<file path="config.mk">
export PLATFORM = sky130hd
export DESIGN_NAME = seq_divider
export DESIGN_NICKNAME = d
export VERILOG_FILES = /design/src/rtl/seq_divider.sv
export SDC_FILE = /design/constraint.sdc
export NUM_CORES = 1
export LEC_CHECK = 0
export CAP_MARGIN = 20
export CORE_UTILIZATION = 58
export CTS_CLUSTER_SIZE = 40
export DETAILED_ROUTE_END_ITERATION = 16
export PLACE_DENSITY = 0.82
export SYNTH_ARGS = -nofsm -noshare
export SYNTH_HDL_FRONTEND = slang
export SYNTH_SLANG_ARGS = --single-unit
</file>
<file path="constraint.sdc">
create_clock -name clk -period 4.4 [get_ports clk]
set_input_delay 1.32 -clock clk [delete_from_list [all_inputs] [get_ports clk]]
set_output_delay 1.32 -clock clk [all_outputs]
set_load 0.03 [all_outputs]
</file>
<file path="src/rtl/seq_divider.sv">
// rtl/seq_divider.sv - signed radix-2 restoring divider, fixed 33-cycle latency
module seq_divider #(
    parameter int WIDTH = 32
) (
    input  logic               clk,
    input  logic               rst_n,
    input  logic               start,
    input  logic [WIDTH-1:0]   input1,
    input  logic [WIDTH-1:0]   input2,
    output logic [2*WIDTH-1:0] output1,
    output logic               busy,
    output logic               done,
    output logic               div_by_zero
);

    localparam logic [1:0] S_IDLE = 2'd0;
    localparam logic [1:0] S_CALC = 2'd1;
    localparam logic [1:0] S_FIX  = 2'd2;
    localparam int CW = $clog2(WIDTH) + 1;

    logic [1:0]         state_q, state_d;
    logic [CW-1:0]      cnt_q, cnt_d;
    logic [WIDTH-1:0]   rem_q, rem_d;
    logic [WIDTH-1:0]   quo_q, quo_d;
    logic [WIDTH-1:0]   dvs_q, dvs_d;
    logic [WIDTH-1:0]   orig_q, orig_d;
    logic               negq_q, negq_d;
    logic               negr_q, negr_d;
    logic               zero_q, zero_d;
    logic [2*WIDTH-1:0] out_q, out_d;
    logic               done_q, done_d;
    logic               dbz_q, dbz_d;

    logic [WIDTH:0]     rem_sh, rem_sub;
    logic [WIDTH-1:0]   q_fix, r_fix;

    // quo_q starts as the dividend magnitude; its bits shift out into rem while quotient bits shift in.
    always_comb begin
        rem_sh  = {rem_q, quo_q[WIDTH-1]};
        rem_sub = rem_sh - {1'b0, dvs_q};
        q_fix   = negq_q ? (~quo_q + 1'b1) : quo_q;
        r_fix   = negr_q ? (~rem_q + 1'b1) : rem_q;

        state_d = state_q;
        cnt_d   = cnt_q;
        rem_d   = rem_q;
        quo_d   = quo_q;
        dvs_d   = dvs_q;
        orig_d  = orig_q;
        negq_d  = negq_q;
        negr_d  = negr_q;
        zero_d  = zero_q;
        out_d   = out_q;
        done_d  = 1'b0;
        dbz_d   = dbz_q;

        case (state_q)
            S_IDLE: begin
                if (start) begin
                    negr_d  = input1[WIDTH-1];
                    negq_d  = input1[WIDTH-1] ^ input2[WIDTH-1];
                    quo_d   = input1[WIDTH-1] ? (~input1 + 1'b1) : input1;
                    dvs_d   = input2[WIDTH-1] ? (~input2 + 1'b1) : input2;
                    orig_d  = input1;
                    zero_d  = (input2 == '0);
                    rem_d   = '0;
                    cnt_d   = '0;
                    state_d = S_CALC;
                end
            end
            S_CALC: begin
                if (!rem_sub[WIDTH]) begin
                    rem_d = rem_sub[WIDTH-1:0];
                    quo_d = {quo_q[WIDTH-2:0], 1'b1};
                end else begin
                    rem_d = rem_sh[WIDTH-1:0];
                    quo_d = {quo_q[WIDTH-2:0], 1'b0};
                end
                cnt_d = cnt_q + 1'b1;
                if (cnt_q == CW'(WIDTH - 1)) begin
                    state_d = S_FIX;
                end
            end
            S_FIX: begin
                out_d   = zero_q ? {orig_q, {WIDTH{1'b1}}} : {r_fix, q_fix};
                dbz_d   = zero_q;
                done_d  = 1'b1;
                state_d = S_IDLE;
            end
            default: state_d = S_IDLE;
        endcase
    end

    always_ff @(posedge clk or negedge rst_n) begin
        if (!rst_n) begin
            state_q <= S_IDLE;
            cnt_q   <= '0;
            rem_q   <= '0;
            quo_q   <= '0;
            dvs_q   <= '0;
            orig_q  <= '0;
            negq_q  <= 1'b0;
            negr_q  <= 1'b0;
            zero_q  <= 1'b0;
            out_q   <= '0;
            done_q  <= 1'b0;
            dbz_q   <= 1'b0;
        end else begin
            state_q <= state_d;
            cnt_q   <= cnt_d;
            rem_q   <= rem_d;
            quo_q   <= quo_d;
            dvs_q   <= dvs_d;
            orig_q  <= orig_d;
            negq_q  <= negq_d;
            negr_q  <= negr_d;
            zero_q  <= zero_d;
            out_q   <= out_d;
            done_q  <= done_d;
            dbz_q   <= dbz_d;
        end
    end

    assign output1     = out_q;
    assign busy        = (state_q != S_IDLE);
    assign done        = done_q;
    assign div_by_zero = dbz_q;

endmodule
</file>
## After elaboration in Yosys (flattened, before gate mapping)

Cells that the tools add are included.

- Bits in registers: 205
- Bits of input ports: 67

- Muxes and demuxes: 17
- Equal/unequal tests: 5
- Add/subtract/negate cells: 6
- Bitwise operators: 5
- Reductions and logical operators: 7

Operator list:

| kind | count |
|---|---|
| $mux 32 | 7 |
| $add 32x1->32 const B | 4 |
| $not 32->32 | 4 |
| $pmux 32 s2 | 2 |
| $mux 64 | 1 |
| $sub 33x32->33 | 1 |
| $logic_not 32->1 | 1 |
| $pmux 6 s2 | 1 |
| $add 6x1->6 const B | 1 |
| $eq 6x5->1 const B | 1 |
| $mux 6 | 1 |
| $reduce_and 2->1 | 3 |
| $mux 2 | 2 |
| $ne 2x2->1 const B | 2 |
| $pmux 2 s2 | 1 |
| $reduce_bool 2->1 | 2 |
| $eq 2x1->1 const B | 1 |
| $eq 2x2->1 const B | 1 |
| $logic_not 2->1 | 1 |
| $mux 1 | 2 |
| $xor 1x1->1 | 1 |

## Depth between registers and ports, before layout

Gate-level depths: netlist (run 1).

- Depth after elaboration: 5
- Depth in mapped cells: 13
- Gate-level depth less buffers: 12

## Worst setup path after synthesis (run 1)

OpenSTA, ideal clock, no wires.

- Path type: input-to-reg
- Start point: input port input2[6]
- End point: register dvs_q[27]
- Setup time: 136 ps
- Cell stages on the path: 8
- Slack: 563 ps
- Data arrival time: 3701 ps
- Data required time: 4264 ps
- Path through: nor4_1 -> nand2b_1 -> or3_1 -> or3b_2 -> or4_1 -> o41ai_1 -> xor2_1 -> o21ai_0

- Longest elaborated chain between the ends: 3

Ends and longest elaborated chain:

| element | RTL line | text |
|---|---|---|
| start: declaration | 9 | `input logic [WIDTH-1:0] input2,` |
| $not 32->32 | 63 | `dvs_d = input2[WIDTH-1] ? (~input2 + 1'b1) : input2;` |
| $add 32x1->32 | 63 |  |
| $mux 32 | 63 |  |
| end signal: assignment | 113 | `dvs_q <= dvs_d;` |
| end: declaration | 25 | `logic [WIDTH-1:0] dvs_q, dvs_d;` |

Every way passes these cells.
A chain may end at the register's enable or synchronous reset.

## Final worst setup path (run 1)

Same ends and word-level chain as after synthesis.

==> flow_metrics.tcl, run 1 <==
set metrics [dict create \
    layout_min_cycle_time_ns 3.89 \
    antenna_violating_nets_post_route 0 \
    setup.worst_path.end_class "flip-flop" \
    post_cts_hold_buffer_count 0 \
    layout.core_utilization_pct 71.0 \
    max-clock-path-buffers 3 \
    finalSetupViolCount 0 \
    p_per_area_mw_per_mm2 679 \
    fp.coreArea_mm2 0.0210 \
    drt-pass1-iter-count 5 \
    number_of_global_route_vias_before_repair 10400 \
    maxCapViolCount 0 \
    gpl.final_weighted_congestion 0.896 \
    std_cell_rows 53 \
    arrival_ns 4.26 \
    port_buf_inserts 133 \
    synth_area_mm2 0.0125 \
    slew_headroom_pct 35.4 \
    crit_chain "clkdlybuf4s50_1 -> nor4_1 -> nand2b_1 -> or3_1 -> or3b_2 -> or4_1 -> o41ai_1 -> xor2_1 -> o21ai_0" \
    drc 0 \
    clkSinkCount 204 \
    ys_async_sr_fraction_pct 100 \
    rrSetupSlack_ns 0.53 \
    setup_slack_ns 0.505 \
    worst_r2r_startpoint "quo_q[31]$_DFFE_PN0P_" \
    post_synth_inst_count 1475 \
    cts-htree-levels 1 \
    design_power_total_mw 10.1 \
    kind_of_path_behind_the_tightest_hold_check "reg -> reg" \
    starting_density_of_the_core_pct 59.3 \
    detail_route.wirelength_um 31000 \
    drt-vias-per-instance 5.88 \
    detail_route.wl_per_cell_um 16.5 \
    simple_logic_cell_fraction_of_the_synthesized_area_pct 17.6 \
    power.static_leakage_nw 6.47 \
    post_cts_resize_count 0 \
    cts_buffers 23 \
    cp_slowest_cell "sky130_fd_sc_hd__or4_1" \
    place_hpwl_um 22400 \
    syn_area_per_cell_um2 8.45 \
    period_share_pct 88.5 \
    grt_first_pass_wirelength_um 51200 \
    pre_cts_ws_ns -0.0270 \
    slowest_delay_ns 0.57 \
    syn_to_final_growth_pct 19.7 \
    number_of_nets_in_the_layout 1690 \
    floorplan_die_width_um 149 \
    synth-warning-count 0 \
    die_area_mm2 0.0221 \
    timing.hold.worst.start "div_by_zero$_DFFE_PN0P_" \
    vert_die_dim_um 149 \
    ys_types 58 \
    share_of_the_synthesized_area_in_compound_gates_ao_oa_aoi_oai_pct 21.9 \
    vias 11000 \
    synth.yosys.seq_area_share_pct 41.0 \
    postSynthNetCount 1580 \
    timing_hold_violations_final 0 \
    fin_area_mm2 0.0149 \
    final_cells 1876 \
    rsz0062_at_grt "no" \
    hold_path_depth 2 \
    postSynth.topFlopCell "sky130_fd_sc_hd__dfrtp_1" \
    fin_worst_skew_ns 0.0179 \
    r2r_end "rem_q[24]$_DFFE_PN0P_" \
    critPathMaxFanout 4 \
    min_to "div_by_zero$_DFFE_PN0P_" \
    clock.fmax_mhz 257 \
    clock-root-buffer "sky130_fd_sc_hd__clkbuf_16" \
    grt_start_max_net_pins 105 \
    floorplan.io_pins 134 \
    clk-insertion-delay-late_ns 0.52 \
    setup.worst_path.start_class "input pin" \
    slew_violations 0 \
    post_synth_mux_area_share_pct 1.69 \
    drive_above_1_share_pct 5.93 \
    grt_antenna_before_repair 0 \
    synth_enable_flop_cells 0 \
    postCtsSetupBuffers 0 \
    clock_transition_time_at_the_flip_flop_clock_pins_of_the_worst_setup_and_hold_paths_ns 0.06 \
    placedCellCount 1833 \
    yosys.area_share.adder_pct 3.88 \
    global_route.overflow_total 0 \
    tns_ns 0 \
    cp.required_ns 4.77 \
    run_status "complete, no violations" \
    dominant_combinational_cell_family_by_area_after_synthesis "compound AO/OA/AOI/OAI gates" \
    groute.usage.overall_pct 28.3 \
    yosys_register_bits 204 \
    drt-initial-drc-count 666 \
    tritoncts "yes" \
    slew_worst_pin_ns 0.966 \
    criticalPathCategory "in -> reg" \
    diodes 0 \
    placement.cell_area_mm2 0.0141 \
    reg2regPathDepth 14 \
    xor_xnor_share_of_the_synthesized_area_pct 9.77 \
    maximum_resistive_drop_on_vdd_mv 0.379 \
    whs_ns 0.479 \
]
worst max path at each step:
stage / from / end / cells past startpoint
floorplan: input2[6] / dvs_q[27]$_DFFE_PN0P_ / 8
global placement: input2[6] / dvs_q[27]$_DFFE_PN0P_ / 9
detailed placement: input2[6] / dvs_q[27]$_DFFE_PN0P_ / 9
CTS: input2[6] / dvs_q[27]$_DFFE_PN0P_ / 9
global route: quo_q[31]$_DFFE_PN0P_ / rem_q[24]$_DFFE_PN0P_ / 14
finish: input2[6] / dvs_q[27]$_DFFE_PN0P_ / 9
cells by family after synthesis:
group                      Yosys count
buffers and inverters              139
muxes                               21
AOI/OAI and AO/OA                  458
DFF                                204
and+or+nand+nor                    476
adders and majority gates           38
xor gates and xnor gates           139
flip-flops by register name, indices dropped and copies added, names as in the netlist, 2 cells and up:
name / count
output1: 64
dvs_q: 32
orig_q: 32
quo_q: 32
rem_q: 32
cnt_q: 6
state_q: 2
Yosys cell counts (all sizes together) (6+ instances only):
cell    instances  area (um2)
a211oi          6        45.0
a21o           16         120
a21oi         110         551
a22oi          30         225
a31oi           7        43.8
and3            7        43.8
buf            15        57.6
clkbuf         68         255
dfrtp         204        5100
ha             37         463
inv            54         203
mux2i          21         210
nand2         223         837
nand2b         14        87.6
nand3          34         170
nand4           7        43.8
nor2           92         345
nor2b           7        43.8
nor3           16        80.1
nor4           14        87.6
o21a            6        45.0
o21ai         195         976
o31ai          38         299
o41ai          14         123
or3            28         190
or4            15         120
xnor2          23         201
xor2          116        1020
routing by layer:
layer	vias to the layer above	track usage (%)	routed length, um
met1	5208	38.9	13700
met5	-	0	0
li1	5454	-	-
met3	43	3.28	1780
met4	0	7.68	566
met2	328	47.5	14900
report_power, final:
group	total, mW	internal, mW	switching, mW
clock	1.86	1.11	0.749
combinational	5.12	2.21	2.91
sequential	3.15	2.42	0.729
cells in the final DEF (no fill, tap or decap), drive strengths merged, types with 5 or more instances in the layout:
| cell type | netlist | final |
|---|---|---|
| nor3 | 16 | 16 |
| a211oi | 6 | 6 |
| nand2 | 223 | 223 |
| xnor2 | 23 | 23 |
| xor2 | 116 | 116 |
| nand4 | 7 | 7 |
| mux2i | 21 | 21 |
| nand3 | 34 | 34 |
| dfrtp | 204 | 204 |
| o21ai | 195 | 195 |
| inv | 54 | 55 |
| ha | 37 | 37 |
| nand2b | 14 | 14 |
| o41ai | 14 | 14 |
| or3 | 28 | 28 |
| o31ai | 38 | 38 |
| buf | 15 | 35 |
| nor2b | 7 | 7 |
| or2 | 5 | 5 |
| o21a | 6 | 6 |
| nor2 | 92 | 92 |
| a21o | 16 | 16 |
| a31oi | 7 | 7 |
| clkbuf | 68 | 37 |
| nor4 | 14 | 14 |
| clkdlybuf4s50 | 0 | 132 |
| o211ai | 5 | 5 |
| o221ai | 5 | 5 |
| or4 | 15 | 15 |
| and3 | 7 | 7 |
| a22oi | 30 | 30 |
| a21oi | 110 | 110 |
| clkinv | 2 | 5 |
worst max-delay path: cells and delay by family:
kind,cells,cell delay [ns]
XOR/XNOR,1,0.16
buffers and inverters,1,0.41
AND/OR/NAND/NOR,5,1.94
AO/OA/AOI/OAI,2,0.42
final cells by class:
| cell class | instances | area (um2) |
|---|---|---|
| sequential | 204 | 5100 |
| clock buffer | 36 | 714 |
| inverter | 56 | 210 |
| timing repair buffer | 168 | 1650 |
| multi-input combinational | 1132 | 6860 |
| fill | 1643 | 6110 |
| clock inverter | 5 | 31.3 |
| tap | 275 | 344 |
(Power assumes the default switching activity.)
==> inputs of run 2 (changes only) <==
CORE_UTILIZATION = 59   (was 58)
CTS_BUF_LIST = sky130_fd_sc_hd__clkbuf_8   (was not set)
PLACE_DENSITY = 0.83   (was 0.82)
==> flow_metrics.tcl, run 2 (synthesis results as in run 1) <==
set metrics [dict create \
    placement.cell_area_mm2 0.0142 \
    post_cts_hold_buffer_count 0 \
    power.static_leakage_nw 6.53 \
    run_status "complete, no violations" \
    number_of_nets_in_the_layout 1704 \
    grt_antenna_before_repair 0 \
    clock.fmax_mhz 259 \
    rrSetupSlack_ns 0.63 \
    finalSetupViolCount 0 \
    worst_r2r_startpoint "quo_q[31]$_DFFE_PN0P_" \
    clock-root-buffer "sky130_fd_sc_hd__clkbuf_8" \
    p_per_area_mw_per_mm2 687 \
    drc 0 \
    fp.coreArea_mm2 0.0205 \
    clock_transition_time_at_the_flip_flop_clock_pins_of_the_worst_setup_and_hold_paths_ns 0.06 \
    setup.worst_path.end_class "flip-flop" \
    tritoncts "yes" \
    vias 11700 \
    detail_route.wl_per_cell_um 17.8 \
    max-clock-path-buffers 3 \
    drt-initial-drc-count 772 \
    maxCapViolCount 0 \
    criticalPathCategory "in -> reg" \
    grt_first_pass_wirelength_um 55400 \
    die_area_mm2 0.0217 \
    clk-insertion-delay-late_ns 0.53 \
    floorplan.io_pins 134 \
    fin_area_mm2 0.0149 \
    syn_to_final_growth_pct 19.7 \
    maximum_resistive_drop_on_vdd_mv 0.646 \
    drive_above_1_share_pct 6.89 \
    detail_route.wirelength_um 33800 \
    place_hpwl_um 23700 \
    diodes 0 \
    timing.hold.worst.start "orig_q[25]$_DFFE_PN0P_" \
    antenna_violating_nets_post_route 0 \
    reg2regPathDepth 12 \
    drt-vias-per-instance 6.16 \
    cp.required_ns 4.80 \
    number_of_global_route_vias_before_repair 11300 \
    min_to "orig_q[25]$_DFFE_PN0P_" \
    groute.usage.overall_pct 31.6 \
    largest_register_ffs 64 \
    vert_die_dim_um 147 \
    starting_density_of_the_core_pct 60.8 \
    critPathMaxFanout 4 \
    cts-htree-levels 2 \
    slew_violations 0 \
    postCtsSetupBuffers 0 \
    slew_worst_pin_ns 1.13 \
    tns_ns 0 \
    leading_cell_type_in_the_layout_fill_and_taps_excluded "sky130_fd_sc_hd__nand2_1" \
    hold_path_depth 2 \
    kind_of_path_behind_the_tightest_hold_check "reg -> reg" \
    mostFrequentLayoutCells "sky130_fd_sc_hd__nand2_1 (222), sky130_fd_sc_hd__dfrtp_1 (204), sky130_fd_sc_hd__o21ai_0 (194), sky130_fd_sc_hd__clkdlybuf4s50_1 (132), sky130_fd_sc_hd__xor2_1 (116)" \
    drt-pass1-iter-count 5 \
    post_cts_resize_count 0 \
    cts_buffers 35 \
    timing_hold_violations_final 0 \
    port_buf_inserts 133 \
    arrival_ns 4.27 \
    design_power_total_mw 10.3 \
    rsz0062_at_grt "no" \
    slew_headroom_pct 24.2 \
    std_cell_rows 52 \
    period_share_pct 87.9 \
    gpl.final_weighted_congestion 0.911 \
    floorplan_die_width_um 147 \
    fin_worst_skew_ns 0.0145 \
    setup.worst_path.start_class "input pin" \
    grt_start_max_net_pins 102 \
    clkSinkCount 204 \
    global_route.overflow_total 0 \
    layout_min_cycle_time_ns 3.87 \
    r2r_end "rem_q[28]$_DFFE_PN0P_" \
]
==> run 2: per-stage QoR <==
stage / instances / hold slack, ns / setup slack [ns] / util, %
after CTS: 1895 / 0.475 / 0.563 / 72.8
final: 1895 / 0.470 / 0.532 / 72.8
after detailed placement: 1832 / 0.458 / 0.0242 / 69.2
after global placement: 1832 / 0.453 / 0.0420 / 69.2
after floorplan: 1475 / 0.440 / 0.563 / -
after global routing: 1895 / 0.498 / 0.317 / 72.8
==> run 2: worst max path at each step <==
| stage | slack [ns] | to | start |
|---|---|---|---|
| 2_1_floorplan | 0.56 | dvs_q[27]$_DFFE_PN0P_ | input2[6] |
| 3_3_place_gp | 0.04 | dvs_q[27]$_DFFE_PN0P_ | input2[6] |
| 3_5_place_dp | 0.02 | dvs_q[27]$_DFFE_PN0P_ | input2[6] |
| 4_1_cts | 0.56 | dvs_q[27]$_DFFE_PN0P_ | input2[6] |
| 5_1_grt | 0.32 | rem_q[28]$_DFFE_PN0P_ | quo_q[31]$_DFFE_PN0P_ |
| 6_report | 0.53 | dvs_q[27]$_DFFE_PN0P_ | input2[12] |
==> run 2: layout make-up <==
class | instances | area, um2
clock buffer | 46 | 633
sequential | 204 | 5100
multi-input combinational | 1132 | 6860
inverter | 56 | 210
timing repair buffer | 170 | 1660
fill | 1607 | 5580
tap | 270 | 338
clock inverter | 17 | 103
==> run 2: critical path: stages <==
cell and delay, ns:
sky130_fd_sc_hd__clkdlybuf4s50_1 0.43, sky130_fd_sc_hd__or4_1 0.59, sky130_fd_sc_hd__nor4_1 0.26, sky130_fd_sc_hd__or3b_2 0.52, sky130_fd_sc_hd__or4_1 0.56, sky130_fd_sc_hd__o41ai_1 0.33
sky130_fd_sc_hd__xor2_1 0.17, sky130_fd_sc_hd__o21ai_0 0.08
==> run 2: per-layer routing <==
metal  wire, um  up-vias  GRT usage (%)
met5          0        -              0
li1           -     5475              -
met3       2090      105           4.72
met2      16200      458           52.3
met1      14400     5635           41.0
met4       1160        0           14.1
==> run 2: report_power, final <==
part | leakage, nW | internal (mW) | switching [mW] | total, mW
clock network | 0.420 | 0.997 | 0.789 | 1.79
logic | 3.67 | 2.25 | 3.08 | 5.33
registers | 2.45 | 2.42 | 0.720 | 3.14
==> inputs of run 3 (changes only) <==
SKIP_LAST_GASP = 1   (was not set)
==> results of run 3 <==
Same layout as run 2: the final DEF is identical, and so are final timing and power.
